--- src/rtl/nco_bank_tdm_if.sv ---
// Bus bundle for nco_bank_tdm: note inputs from the voice allocator,
// step/wave ROM ports and the mixed sample outputs.
interface nco_bank_tdm_if #(
  parameter int VOICES  = 4,
  parameter int PHASE_W = 16
);
  logic [7*VOICES-1:0] NOTE_NUM;
  logic [7*VOICES-1:0] NOTE_VEL;
  logic [VOICES-1:0]   NOTE_ON;
  logic [6:0]          STEP_ADDR;
  logic [PHASE_W-1:0]  STEP_DATA;
  logic [6:0]          WAVE_PHASE;
  logic [7:0]          WAVE_DATA;
  logic [7:0]          SAMPLE_OUT;
  logic                SAMPLE_VALID;
  logic                OVERRUN;

  modport master (
    output NOTE_NUM, NOTE_VEL, NOTE_ON, STEP_DATA, WAVE_DATA,
    input  STEP_ADDR, WAVE_PHASE, SAMPLE_OUT, SAMPLE_VALID, OVERRUN
  );

  modport slave (
    input  NOTE_NUM, NOTE_VEL, NOTE_ON, STEP_DATA, WAVE_DATA,
    output STEP_ADDR, WAVE_PHASE, SAMPLE_OUT, SAMPLE_VALID, OVERRUN
  );
endinterface

--- src/rtl/nco_bank_tdm.sv ---
// Time-multiplexed NCO bank: one shared phase/scale/mix datapath walks all
// voices once per sample tick and emits the averaged mix.
module nco_bank_tdm #(
  parameter int VOICES     = 4,
  parameter int PHASE_W    = 16,
  parameter int PRESCALE   = 3125,
  parameter int PRESCALE_W = 12
) (
  input  logic          CLK,
  input  logic          RST_N,
  input  logic          CE,
  nco_bank_tdm_if.slave bus
);
  localparam int VW = $clog2(VOICES);
  localparam int MW = 8 + VW;

  typedef enum logic [2:0] {IDLE, FETCH, ACC, MIX, DONE} state_t;

  state_t              state, state_nx;
  logic [VW-1:0]       voice;
  logic [PHASE_W-1:0]  phase [VOICES];
  logic [VOICES-1:0]   restart;
  logic [VOICES-1:0]   note_q;
  logic [VOICES-1:0]   clr_mask;
  logic [PRESCALE_W-1:0] presc;
  logic [MW-1:0]       mix;
  logic [7:0]          sample_q;
  logic                overrun_q;
  logic                tick;
  logic                last_voice;
  logic                cur_on;
  logic [6:0]          cur_note;
  logic [6:0]          cur_vel;
  logic [PHASE_W-1:0]  next_phase;
  logic [14:0]         prod;
  logic [7:0]          scaled;
  logic [6:0]          step_addr;
  logic [6:0]          wave_phase;
  logic                sample_valid;

  always_comb begin
    tick       = CE && (presc == PRESCALE_W'(PRESCALE - 1));
    last_voice = (voice == VW'(VOICES - 1));
    cur_on     = bus.NOTE_ON[voice];
    cur_note   = bus.NOTE_NUM[7*voice +: 7];
    cur_vel    = bus.NOTE_VEL[7*voice +: 7];
    next_phase = (restart[voice] ? '0 : phase[voice]) + bus.STEP_DATA;
    prod       = 15'(bus.WAVE_DATA) * 15'(cur_vel);
    scaled     = cur_on ? 8'(prod >> 7) : '0;
    clr_mask   = (state == ACC) ? (VOICES'(1) << voice) : '0;
  end

  always_ff @(posedge CLK or negedge RST_N) begin
    if (!RST_N) state <= IDLE;
    else if (CE) state <= state_nx;
  end

  always_comb begin
    state_nx = state;
    case (state)
      IDLE:    if (tick) state_nx = FETCH;
      FETCH:   state_nx = ACC;
      ACC:     state_nx = MIX;
      MIX:     state_nx = last_voice ? DONE : FETCH;
      DONE:    state_nx = IDLE;
      default: state_nx = IDLE;
    endcase
  end

  // ROM addresses are only meaningful in their slots; zero elsewhere.
  always_comb begin
    step_addr    = '0;
    wave_phase   = '0;
    sample_valid = 1'b0;
    case (state)
      FETCH:   step_addr = cur_note;
      ACC:     wave_phase = next_phase[PHASE_W-1 -: 7];
      DONE:    sample_valid = 1'b1;
      default: ;
    endcase
  end

  always_ff @(posedge CLK or negedge RST_N) begin
    if (!RST_N) begin
      presc     <= '0;
      note_q    <= '0;
      restart   <= '0;
      voice     <= '0;
      mix       <= '0;
      sample_q  <= '0;
      overrun_q <= 1'b0;
      for (int unsigned i = 0; i < VOICES; i++) phase[i] <= '0;
    end else if (CE) begin
      presc  <= tick ? '0 : presc + 1'b1;
      note_q <= bus.NOTE_ON;
      // A rise landing on the voice's own ACC slot survives to the next frame.
      restart <= (restart & ~clr_mask) | (bus.NOTE_ON & ~note_q);
      if (tick && state != IDLE) overrun_q <= 1'b1;
      case (state)
        IDLE: if (tick) begin
          voice <= '0;
          mix   <= '0;
        end
        ACC: if (cur_on) phase[voice] <= next_phase;
        MIX: begin
          mix <= mix + MW'(scaled);
          if (!last_voice) voice <= voice + 1'b1;
        end
        DONE: sample_q <= mix[MW-1 -: 8];
        default: ;
      endcase
    end
  end

  assign bus.STEP_ADDR    = step_addr;
  assign bus.WAVE_PHASE   = wave_phase;
  assign bus.SAMPLE_OUT   = sample_q;
  assign bus.SAMPLE_VALID = sample_valid;
  assign bus.OVERRUN      = overrun_q;
endmodule

--- src/flat_wrapper.sv ---
// flat-port wrapper written by rule: the top's interface ports become plain ports
module nco_bank_tdm_flat 
#(
  parameter int VOICES     = 4,
  parameter int PHASE_W    = 16,
  parameter int PRESCALE   = 3125,
  parameter int PRESCALE_W = 12
)
  (CLK, RST_N, CE, bus_NOTE_NUM, bus_NOTE_VEL, bus_NOTE_ON, bus_STEP_DATA, bus_WAVE_DATA, bus_STEP_ADDR, bus_WAVE_PHASE, bus_SAMPLE_OUT, bus_SAMPLE_VALID, bus_OVERRUN);
  nco_bank_tdm_if #(.VOICES(VOICES), .PHASE_W(PHASE_W)) bus_i ();
  input  logic CLK;
  input  logic RST_N;
  input  logic CE;
  input wire logic [$bits(bus_i.NOTE_NUM)-1:0] bus_NOTE_NUM;
  input wire logic [$bits(bus_i.NOTE_VEL)-1:0] bus_NOTE_VEL;
  input wire logic [$bits(bus_i.NOTE_ON)-1:0] bus_NOTE_ON;
  input wire logic [$bits(bus_i.STEP_DATA)-1:0] bus_STEP_DATA;
  input wire logic [$bits(bus_i.WAVE_DATA)-1:0] bus_WAVE_DATA;
  output wire logic [$bits(bus_i.STEP_ADDR)-1:0] bus_STEP_ADDR;
  output wire logic [$bits(bus_i.WAVE_PHASE)-1:0] bus_WAVE_PHASE;
  output wire logic [$bits(bus_i.SAMPLE_OUT)-1:0] bus_SAMPLE_OUT;
  output wire logic [$bits(bus_i.SAMPLE_VALID)-1:0] bus_SAMPLE_VALID;
  output wire logic [$bits(bus_i.OVERRUN)-1:0] bus_OVERRUN;
  assign bus_i.NOTE_NUM = bus_NOTE_NUM;
  assign bus_i.NOTE_VEL = bus_NOTE_VEL;
  assign bus_i.NOTE_ON = bus_NOTE_ON;
  assign bus_i.STEP_DATA = bus_STEP_DATA;
  assign bus_i.WAVE_DATA = bus_WAVE_DATA;
  assign bus_STEP_ADDR = bus_i.STEP_ADDR;
  assign bus_WAVE_PHASE = bus_i.WAVE_PHASE;
  assign bus_SAMPLE_OUT = bus_i.SAMPLE_OUT;
  assign bus_SAMPLE_VALID = bus_i.SAMPLE_VALID;
  assign bus_OVERRUN = bus_i.OVERRUN;
  nco_bank_tdm #(.VOICES(VOICES), .PHASE_W(PHASE_W), .PRESCALE(PRESCALE), .PRESCALE_W(PRESCALE_W)) u_core (.CLK(CLK), .RST_N(RST_N), .CE(CE), .bus(bus_i));
endmodule
--- config.mk ---
export PLATFORM = sky130hd
export DESIGN_NAME = nco_bank_tdm_flat
export DESIGN_NICKNAME = d
export VERILOG_FILES = /design/src/rtl/nco_bank_tdm_if.sv /design/src/rtl/nco_bank_tdm.sv /design/src/flat_wrapper.sv
export SDC_FILE = /design/constraint.sdc
export NUM_CORES = 1
export LEC_CHECK = 0
export ABC_AREA = 1
export ABC_CLOCK_PERIOD_IN_PS = 15350
export BUFFER_PORTS_ARGS = -buffer_cell sky130_fd_sc_hd__buf_4
export CAP_MARGIN = 5
export CELL_PAD_IN_SITES_DETAIL_PLACEMENT = 1
export CELL_PAD_IN_SITES_GLOBAL_PLACEMENT = 1
export CORE_ASPECT_RATIO = 0.75
export CORE_MARGIN = 3
export CORE_UTILIZATION = 47
export CTS_CLUSTER_DIAMETER = 200
export DETAILED_ROUTE_END_ITERATION = 10
export PLACE_DENSITY = 0.9
export SLEW_MARGIN = 20
export SYNTH_ARGS = -nofsm -noshare
export SYNTH_HDL_FRONTEND = slang
export SYNTH_SLANG_ARGS = --single-unit
--- constraint.sdc ---
create_clock -name CLK -period 15.35 [get_ports CLK]
set_input_delay 2.3025 -clock CLK [delete_from_list [all_inputs] [get_ports CLK]]
set_output_delay 2.3025 -clock CLK [all_outputs]
set_load 0.005 [all_outputs]
==> run summary, run 1 <==
Setup crit start kind: primary input
WS Path Type: primary input to register
Die Y: 122 um
Die W: 161 um
# IOs: 111
ys async rst share: 100%
FMAX: 128 MHz
Worst VDD drop: 0.000162 V
Seq pwr share: 16.3%
drt via density: 5.54
Initial DRC Count: 457
max cap viols: 0
worst-path fanout max: 8
crit end category: register
max incr delay on CP: 570 ps
CTS root buf: clkbuf_16
Synth Area in Adders: 15.9%
mapped cell area: 0.00850 mm2
Post-Synthesis Cells: 1,149
post-CTS sizing: 0
post-synthesis compound-gate area fraction: 16.0%
row cnt: 41
first-pass GRT wire length: 43.7 mm
vias in the first global route: 8,624
routability cong.: 0.936
XOR/XNOR Fraction of Synth Area: 1.55%
Slowest-stage cell, CP: fa_1
EDFF count, synth: 0
dominant synthesized flop cell: dfrtp_1
ANT nets after route: 0
RSZ-0062 raised after global routing: false
wire per inst: 18.0 um
status: complete, no violations
Clk pwr share: 9.8%
Pleak: 5.24 nW
number of port buffers: 110
postcts setup bufs: 0
Pint: 1.14 mW
post-synthesis sequential area ratio: 31.8%
First-pass DRT Iterations: 4
fin nets: 1,420
yosys warns: 0
initial antenna violation count: 0
share of cells above drive strength 1: 14.5%
worst clock skew: 14.2 ps
Net Sw Power: 1.43 mW
drt drc: 0
final worst path period share: 51.0%
post-synthesis register bit count: 108
GRT overflow: 0
synthesized net count: 1,326
clk buf depth: 2
Core Region: 0.0173 mm2
minimum clock period: 7820 ps
switching share of power: 55.6%
die area: 0.0197 mm2
Hold WC Path Type: register to register
worst skew pair latency: 370 ps
worst slew pin tran: 1020 ps
largest family of logic cells by synthesized area: simple AND/OR/NAND/NOR gates
largest net degree at the start of global routing: 70
clock sinks: 108
Final Hold Fails: 0
Num CTS Buffers: 9
Synth Area in Simple Gates: 25.7%
Diodes inserted: 0
Most common cell on crit path: inv_1
cts-stage hold buffer count: 0
Synth-to-Final Area Change: 15.0%
CTS H-tree depth: 3
setup TNS: 0 ps
Slew Limit Headroom: 32.2%
Worst EP arrival: 8050 ps
Worst EP required: 15,580 ps
Non-Filler Instances: 1,484
GR Util All Layers: 27.5%
Mean Syn Cell Area: 7.39 um2
Final Max Tran Viols: 0
wirelength, routed: 26.6 mm
Initial Util: 49.1%
Logic pwr share: 73.9%
PwrDens: 263 mW/mm2
Unique masters post-synth: 45
multiplexer share of the synthesized area: 0.133%
DP Wirelength: 20.1 mm
endpoints failing setup: 0
TritonCTS clock tree: done
worst slack, placed: 7240 ps
placed cells: 1,468
Clock transition at path regs: 80 ps
setup ws final: 7530 ps
via count: 8,218
-- worst max-delay path, delay by kind of cell --
family | cells | cell delay [ps]
buf+inv | 7 | 500
xor+xnor | 2 | 300
fa+ha+maj | 7 | 3070
simple gates | 6 | 570
compound gates | 7 | 1280
-- cells in the mapped netlist (2+ instances only) --
library cell | n | area share [%]
nand2_2 | 5 | 0.37
nor4_1 | 2 | 0.15
clkbuf_1 | 9 | 0.40
nand3_1 | 52 | 3.1
buf_2 | 8 | 0.47
o21ai_2 | 17 | 1.8
a21oi_1 | 63 | 3.7
a21o_1 | 4 | 0.35
nand2_1 | 267 | 12
inv_2 | 7 | 0.31
xnor2_1 | 3 | 0.31
nor2_4 | 3 | 0.40
and2_1 | 2 | 0.15
o21bai_1 | 3 | 0.27
ha_1 | 60 | 8.8
dfrtp_1 | 108 | 32
buf_1 | 5 | 0.22
nor3_1 | 10 | 0.59
or2_2 | 4 | 0.29
nor2_1 | 145 | 6.4
inv_1 | 135 | 6.0
nor2_8 | 4 | 0.94
inv_4 | 3 | 0.22
buf_6 | 9 | 1.2
o21ai_0 | 107 | 6.3
xor2_1 | 12 | 1.2
nand3b_1 | 2 | 0.18
o211ai_1 | 2 | 0.18
fa_1 | 30 | 7.1
o21ai_1 | 23 | 1.4
nand4_1 | 15 | 1.1
a31o_2 | 2 | 0.21
o22ai_1 | 15 | 1.1
a32o_1 | 2 | 0.24
-- kinds of logic after synthesis --
group	count (synthesis)
xor gates and xnor gates	15
buffers and inverters	177
AOI/OAI and AO/OA	244
DFF	108
muxes	1
adders and majority gates	90
and+or+nand+nor	514
-- per-stage QoR --
stage	instance area [um2]	power [mW]	hold WS (ps)	utilization (%)
final	9770	2.57	470	56.5
after global routing	9770	2.87	496	56.5
after CTS	9770	2.57	472	56.5
after detailed placement	9450	2.30	454	54.7
after global placement	9450	2.21	447	54.7
after floorplan	8500	1.78	436	-
-- final timing paths --
kind / from / to / slack [ps] / cells past startpoint
worst max register to register: u_core.voice[0] / u_core.mix[6] / 8540 / 30
worst min-delay path: u_core.phase[4] / u_core.phase[4] / 470 / 2
max in group asynchronous: RST_N / u_core.note_q[0] / 12160 / 2
worst min register to register: u_core.phase[4] / u_core.phase[4] / 470 / 2
worst max-delay path: bus_NOTE_VEL[24] / u_core.mix[6] / 7530 / 29
min in group asynchronous: RST_N / u_core.phase[1] / 1960 / 1
-- registers in the layout (all words and copies together) (netlist names) --
name                   flops
u_core.presc              12
u_core.bus.SAMPLE_OUT      8
u_core.phase              64
u_core.restart             4
u_core.state               3
u_core.bus.OVERRUN         1
u_core.note_q              4
u_core.voice               2
u_core.mix                10
-- per-layer routing --
layer  track usage (%)  part of all wire (%)  vias to the layer above
li1                  -                     -                     3922
met5                 0                     0                        -
met3              5.20                   5.1                       31
met2              46.1                    47                      195
met1              37.5                    46                     4070
met4              6.23                   1.7                        0
-- layout make-up --
class / instances / area, um2
Clock buffer: 9 / 225
Clock inverter: 7 / 92.6
Fill cell: 2244 / 7520
Inverter: 145 / 552
Multi-Input combinational cell: 864 / 5040
Sequential cell: 108 / 2700
Tap cell: 236 / 295
Timing Repair Buffer: 115 / 863
-- placed cells by master (no fill, tap or decap), types with 3 or more instances in the layout --
cell type	netlist	routed
a21o_1	4	4
a21oi_1	63	63
buf_4	1	115
clkbuf_16	0	9
dfrtp_1	108	107
fa_1	30	30
ha_1	60	60
inv_1	135	135
inv_2	7	7
inv_4	3	3
nand2_1	267	267
nand2_2	5	5
nand3_1	52	52
nand4_1	15	15
nor2_1	145	145
nor2_4	3	3
nor2_8	4	4
nor3_1	10	10
o21ai_0	107	107
o21ai_1	23	23
o21ai_2	17	17
o21bai_1	3	3
o22ai_1	15	15
or2_2	4	4
xnor2_1	3	3
xor2_1	12	12
-- power groups by stage --
stage                     sequential, mW  combinational [mW]  clock (mW)
after global routing               0.428                2.17       0.267
after floorplan                    0.408                1.38           0
after detailed placement           0.422                1.88           0
final                              0.419                1.90       0.252
after global placement             0.416                1.80           0
after CTS                          0.418                1.90       0.254
Note: power is estimated with default switching activity, not from simulation.
==> run 2, diff against run 1 <==
Settings changed: ABC_AREA 1 to 0, ABC_CLOCK_PERIOD_IN_PS 15350 to 7350, CORE_UTILIZATION 47 to 46, PLACE_DENSITY 0.9 to 0.83.
Clock period 15.35 ns to 7.35 ns, I/O delays scaled along.
==> run 2 against run 1 <==
  * Sequential cell count unchanged
  * Clock-buffer cell count unchanged
  * Hold slack improved by 8.6 ps
  * Combinational power rose by 99%
  * Largest cell class unchanged
==> run summary, run 2 <==
Final Hold Fails: 0 (unchanged)
Worst EP arrival: 7200 ps (-850 ps)
crit end category: register
Unique masters post-synth: 65 (+44%)
Worst VDD drop: 0.000393 V (+140%)
Die W: 159 um (-1.1%)
ANT nets after route: 0 (unchanged)
Biggest register: u_core.phase
multi-input logic area: 0.00513 mm2 (+1.9%)
Initial Util: 47.5% (-1.6 points)
first-pass GRT wire length: 36.4 mm (-17%)
Worst EP required: 7590 ps (-7990 ps)
commonest non-fill, non-tap cell in the layout: buf_4
CTS H-tree depth: 3 (unchanged)
fin nets: 1,059 (-25%)
WS Path Type: primary input to register
worst clock skew: 12.8 ps (-1.39 ps)
Clock transition at path regs: 80 ps (about the same)
final worst path period share: 94.7%
Post-Synthesis Cells: 776 (-32%)
CP Buf/Inv Count: 5 (-2)
instance count on the critical path: 24 (-17%)
Hold WC Path Type: register to register
EDFF count, synth: 0 (unchanged)
wirelength, routed: 21.8 mm (-18%)
Logic pwr share: 72.5% (-1.4 points)
DP Area: 0.00920 mm2 (-2.7%)
count leader, synth: dfrtp_1
wire per inst: 19.4 um (+8.3%)
Die Y: 121 um (-1.1%)
commonest cells after routing, fill and taps aside: buf_4, dfrtp_1, nand2_1, ha_1
endpoints failing setup: 0 (unchanged)
Reg-to-Reg End: u_core.mix[6]
status: complete, no violations
Critical path destination: u_core.mix[6]
PwrDens: 550 mW/mm2 (+110%)
dominant synthesized flop cell: dfrtp_1
clk buf depth: 2 (unchanged)
Slew Limit Headroom: 35.1% (+2.9 points)
worst skew pair latency: 350 ps (-20 ps)
GR Util All Layers: 23.5% (-4.0 points)
row cnt: 41 (unchanged)
worst slack, placed: -42.1 ps (-7280 ps)
RSZ-0062 raised after global routing: false
Hold Crit Depth: 2 (unchanged)
Pint: 2.73 mW (+140%)
Setup crit start kind: primary input
die area: 0.0193 mm2 (-2.2%)
ranking of synthesized cells by area: dfrtp_1, ha_1, mux4_2
drt via density: 5.61 (+1.2%)
GRT overflow: 0 (unchanged)
worst-path fanout max: 8 (unchanged)
TritonCTS clock tree: done
clock sinks: 108 (unchanged)
postcts setup bufs: 0 (unchanged)
post-synthesis register bit count: 108 (unchanged)
drt drc: 0 (unchanged)
Net Sw Power: 2.48 mW (+73%)
Diodes inserted: 0 (unchanged)
Fillers: 1,911 (-15%)
synthesized net count: 953 (-28%)
Num CTS Buffers: 9 (unchanged)
First-pass DRT Iterations: 4 (unchanged)
area fraction of the dominant cell type after synthesis: 33.3% (+1.5 points)
worst slew pin tran: 966 ps (-50.9 ps)
Largest register FFs: 64 (unchanged)
FMAX: 144 MHz
minimum clock period: 6960 ps
total power: 5.21 mW (+100%)
Final Max Tran Viols: 0 (unchanged)
leading cell types by count after synthesis: dfrtp_1, nand2_1, ha_1
top cell family by delay on the critical path: adder cells
Synth area leader: dfrtp_1
max incr delay on CP: 550 ps (-20 ps)
mapped cell area: 0.00812 mm2 (-4.4%)
launching point of the worst reg2reg path: u_core.voice[0]
setup ws final: 386 ps (-7140 ps)
cells along the critical path: buf_4 > mux4_2 > and2_1 > fa_1 > inv_1 > fa_1 > inv_1 > fa_1 > inv_1 > fa_1 > inv_1 > ha_1 > and3_1 > and4_4 > a221oi_4 > xnor2_1 > nor2_1 > ha_1 > nor2b_1 > o21a_1 > o21ai_1 > a21boi_0 > or3_1 > a32o_1
Synth-to-Final Area Change: 16.6%
initial antenna violation count: 1 (+1)
Pleak: 4.44 nW (-15%)
max cap viols: 0 (unchanged)
Seq pwr share: 18.7% (+2.4 points)
vias in the first global route: 6,660 (-23%)
Design Area, Final: 0.00947 mm2 (-3.1%)
via count: 6,289 (-23%)
ys async rst share: 100% (unchanged)
yosys warns: 0 (unchanged)
register area: 0.00271 mm2 (about the same)
crit path from: bus_NOTE_VEL[24]
# IOs: 111 (unchanged)
Mean Syn Cell Area: 10.5 um2 (+42%)
cts-stage hold buffer count: 0 (unchanged)
Slowest-stage cell, CP: fa_1
routability cong.: 0.833 (-11%)
DP Wirelength: 16.5 mm (-18%)
largest net degree at the start of global routing: 63 (-10%)
biggest regs: u_core.phase x64, u_core.presc x12, u_core.mix x10
r2r setup slk: 610 ps (-7930 ps)
post-synthesis sequential area ratio: 33.3% (+1.5 points)
CTS root buf: clkbuf_16
Clk pwr share: 8.8% (-1.0 points)
number of port buffers: 110 (unchanged)
reg2reg path depth: 23 (-23%)
switching share of power: 47.6% (-8.0 points)
share of cells above drive strength 1: 25.4% (+11 points)
Core Region: 0.0171 mm2 (-1.2%)
Initial DRC Count: 292 (-36%)
## run 2: cell count changes in the layout (fill, tap and decap cells not counted), sizes merged, moves of 35 or more
cell	before	now
a21oi	64	25
o21ai	147	42
nor2	153	38
and2	2	49
nand2	272	77
nand3	53	18
inv	148	51
mux2	1	49
## run 2: repair_timing
action / in CTS / in global routing
endpoints found under the hold margin: 0 / 0
setup endpoints to repair: 0 / 1
gates resized for setup: 0 / 1
## run 2: power groups by stage
stage,Combinational [mW],Clock [mW],Sequential (mW)
final,3.78,0.461,0.972
after global placement,3.58,0,0.964
after floorplan,2.86,0,0.903
after global routing,4.30,0.497,0.999
after CTS,3.80,0.472,0.970
after detailed placement,3.74,0,0.977
## run 2: worst min path at each step
| stage | startpoint | endpoint | slack [ps] |
|---|---|---|---|
| 2_1_floorplan | u_core.note_q[3] | u_core.restart[3] | 440 |
| 3_3_place_gp | u_core.note_q[3] | u_core.restart[3] | 440 |
| 3_5_place_dp | u_core.phase[2] | u_core.phase[2] | 470 |
| 4_1_cts | u_core.phase[2] | u_core.phase[2] | 480 |
| 5_1_grt | u_core.phase[44] | u_core.phase[44] | 510 |
| 6_report | u_core.phase[2] | u_core.phase[2] | 480 |
## run 2: layout make-up
type / instances / share of cell area, %
Tap cell: 236 / 3.12
Clock inverter: 6 / 0.528
Inverter: 49 / 1.94
Multi-Input combinational cell: 597 / 54.2
Sequential cell: 108 / 28.6
Clock buffer: 9 / 2.38
Timing Repair Buffer: 117 / 9.27
## run 2: metrics by stage
step / TNS (ps) / hold WS, ps / cells / util [%]
2_1_floorplan: 0 / 435 / 776 / -
3_3_place_gp: 0 / 443 / 1107 / 53.8
3_5_place_dp: -42.1 / 466 / 1107 / 53.8
4_1_cts: 0 / 481 / 1122 / 55.4
5_1_grt: 0 / 513 / 1122 / 55.4
6_report: 0 / 478 / 1122 / 55.4
## run 2: cells by family after synthesis
| logic type | after synthesis | synth area share, % |
|---|---|---|
| AOI/OAI and AO/OA | 125 | 10.1 |
| xor gates and xnor gates | 29 | 3.13 |
| adders and majority gates | 90 | 16.6 |
| buffers and inverters | 71 | 3.53 |
| DFF | 108 | 33.3 |
| muxes | 85 | 15.9 |
| and+or+nand+nor | 268 | 17.5 |
## run 2: tightest hold or removal path, cell delays in order (launching register included)
cell and delay (ps):
dfrtp_1 340, nand2_1 50, o21ai_0 60
## run 2: per-layer routing
| layer | global-route usage, % | up-vias | wire (um) |
|---|---|---|---|
| met1 | 34.7 | 3173 | 11000 |
| met2 | 36.8 | 148 | 9700 |
| li1 | - | 2959 | - |
| met3 | 4.84 | 9 | 1040 |
| met4 | 3.61 | 0 | 105 |
| met5 | 0 | - | 0 |
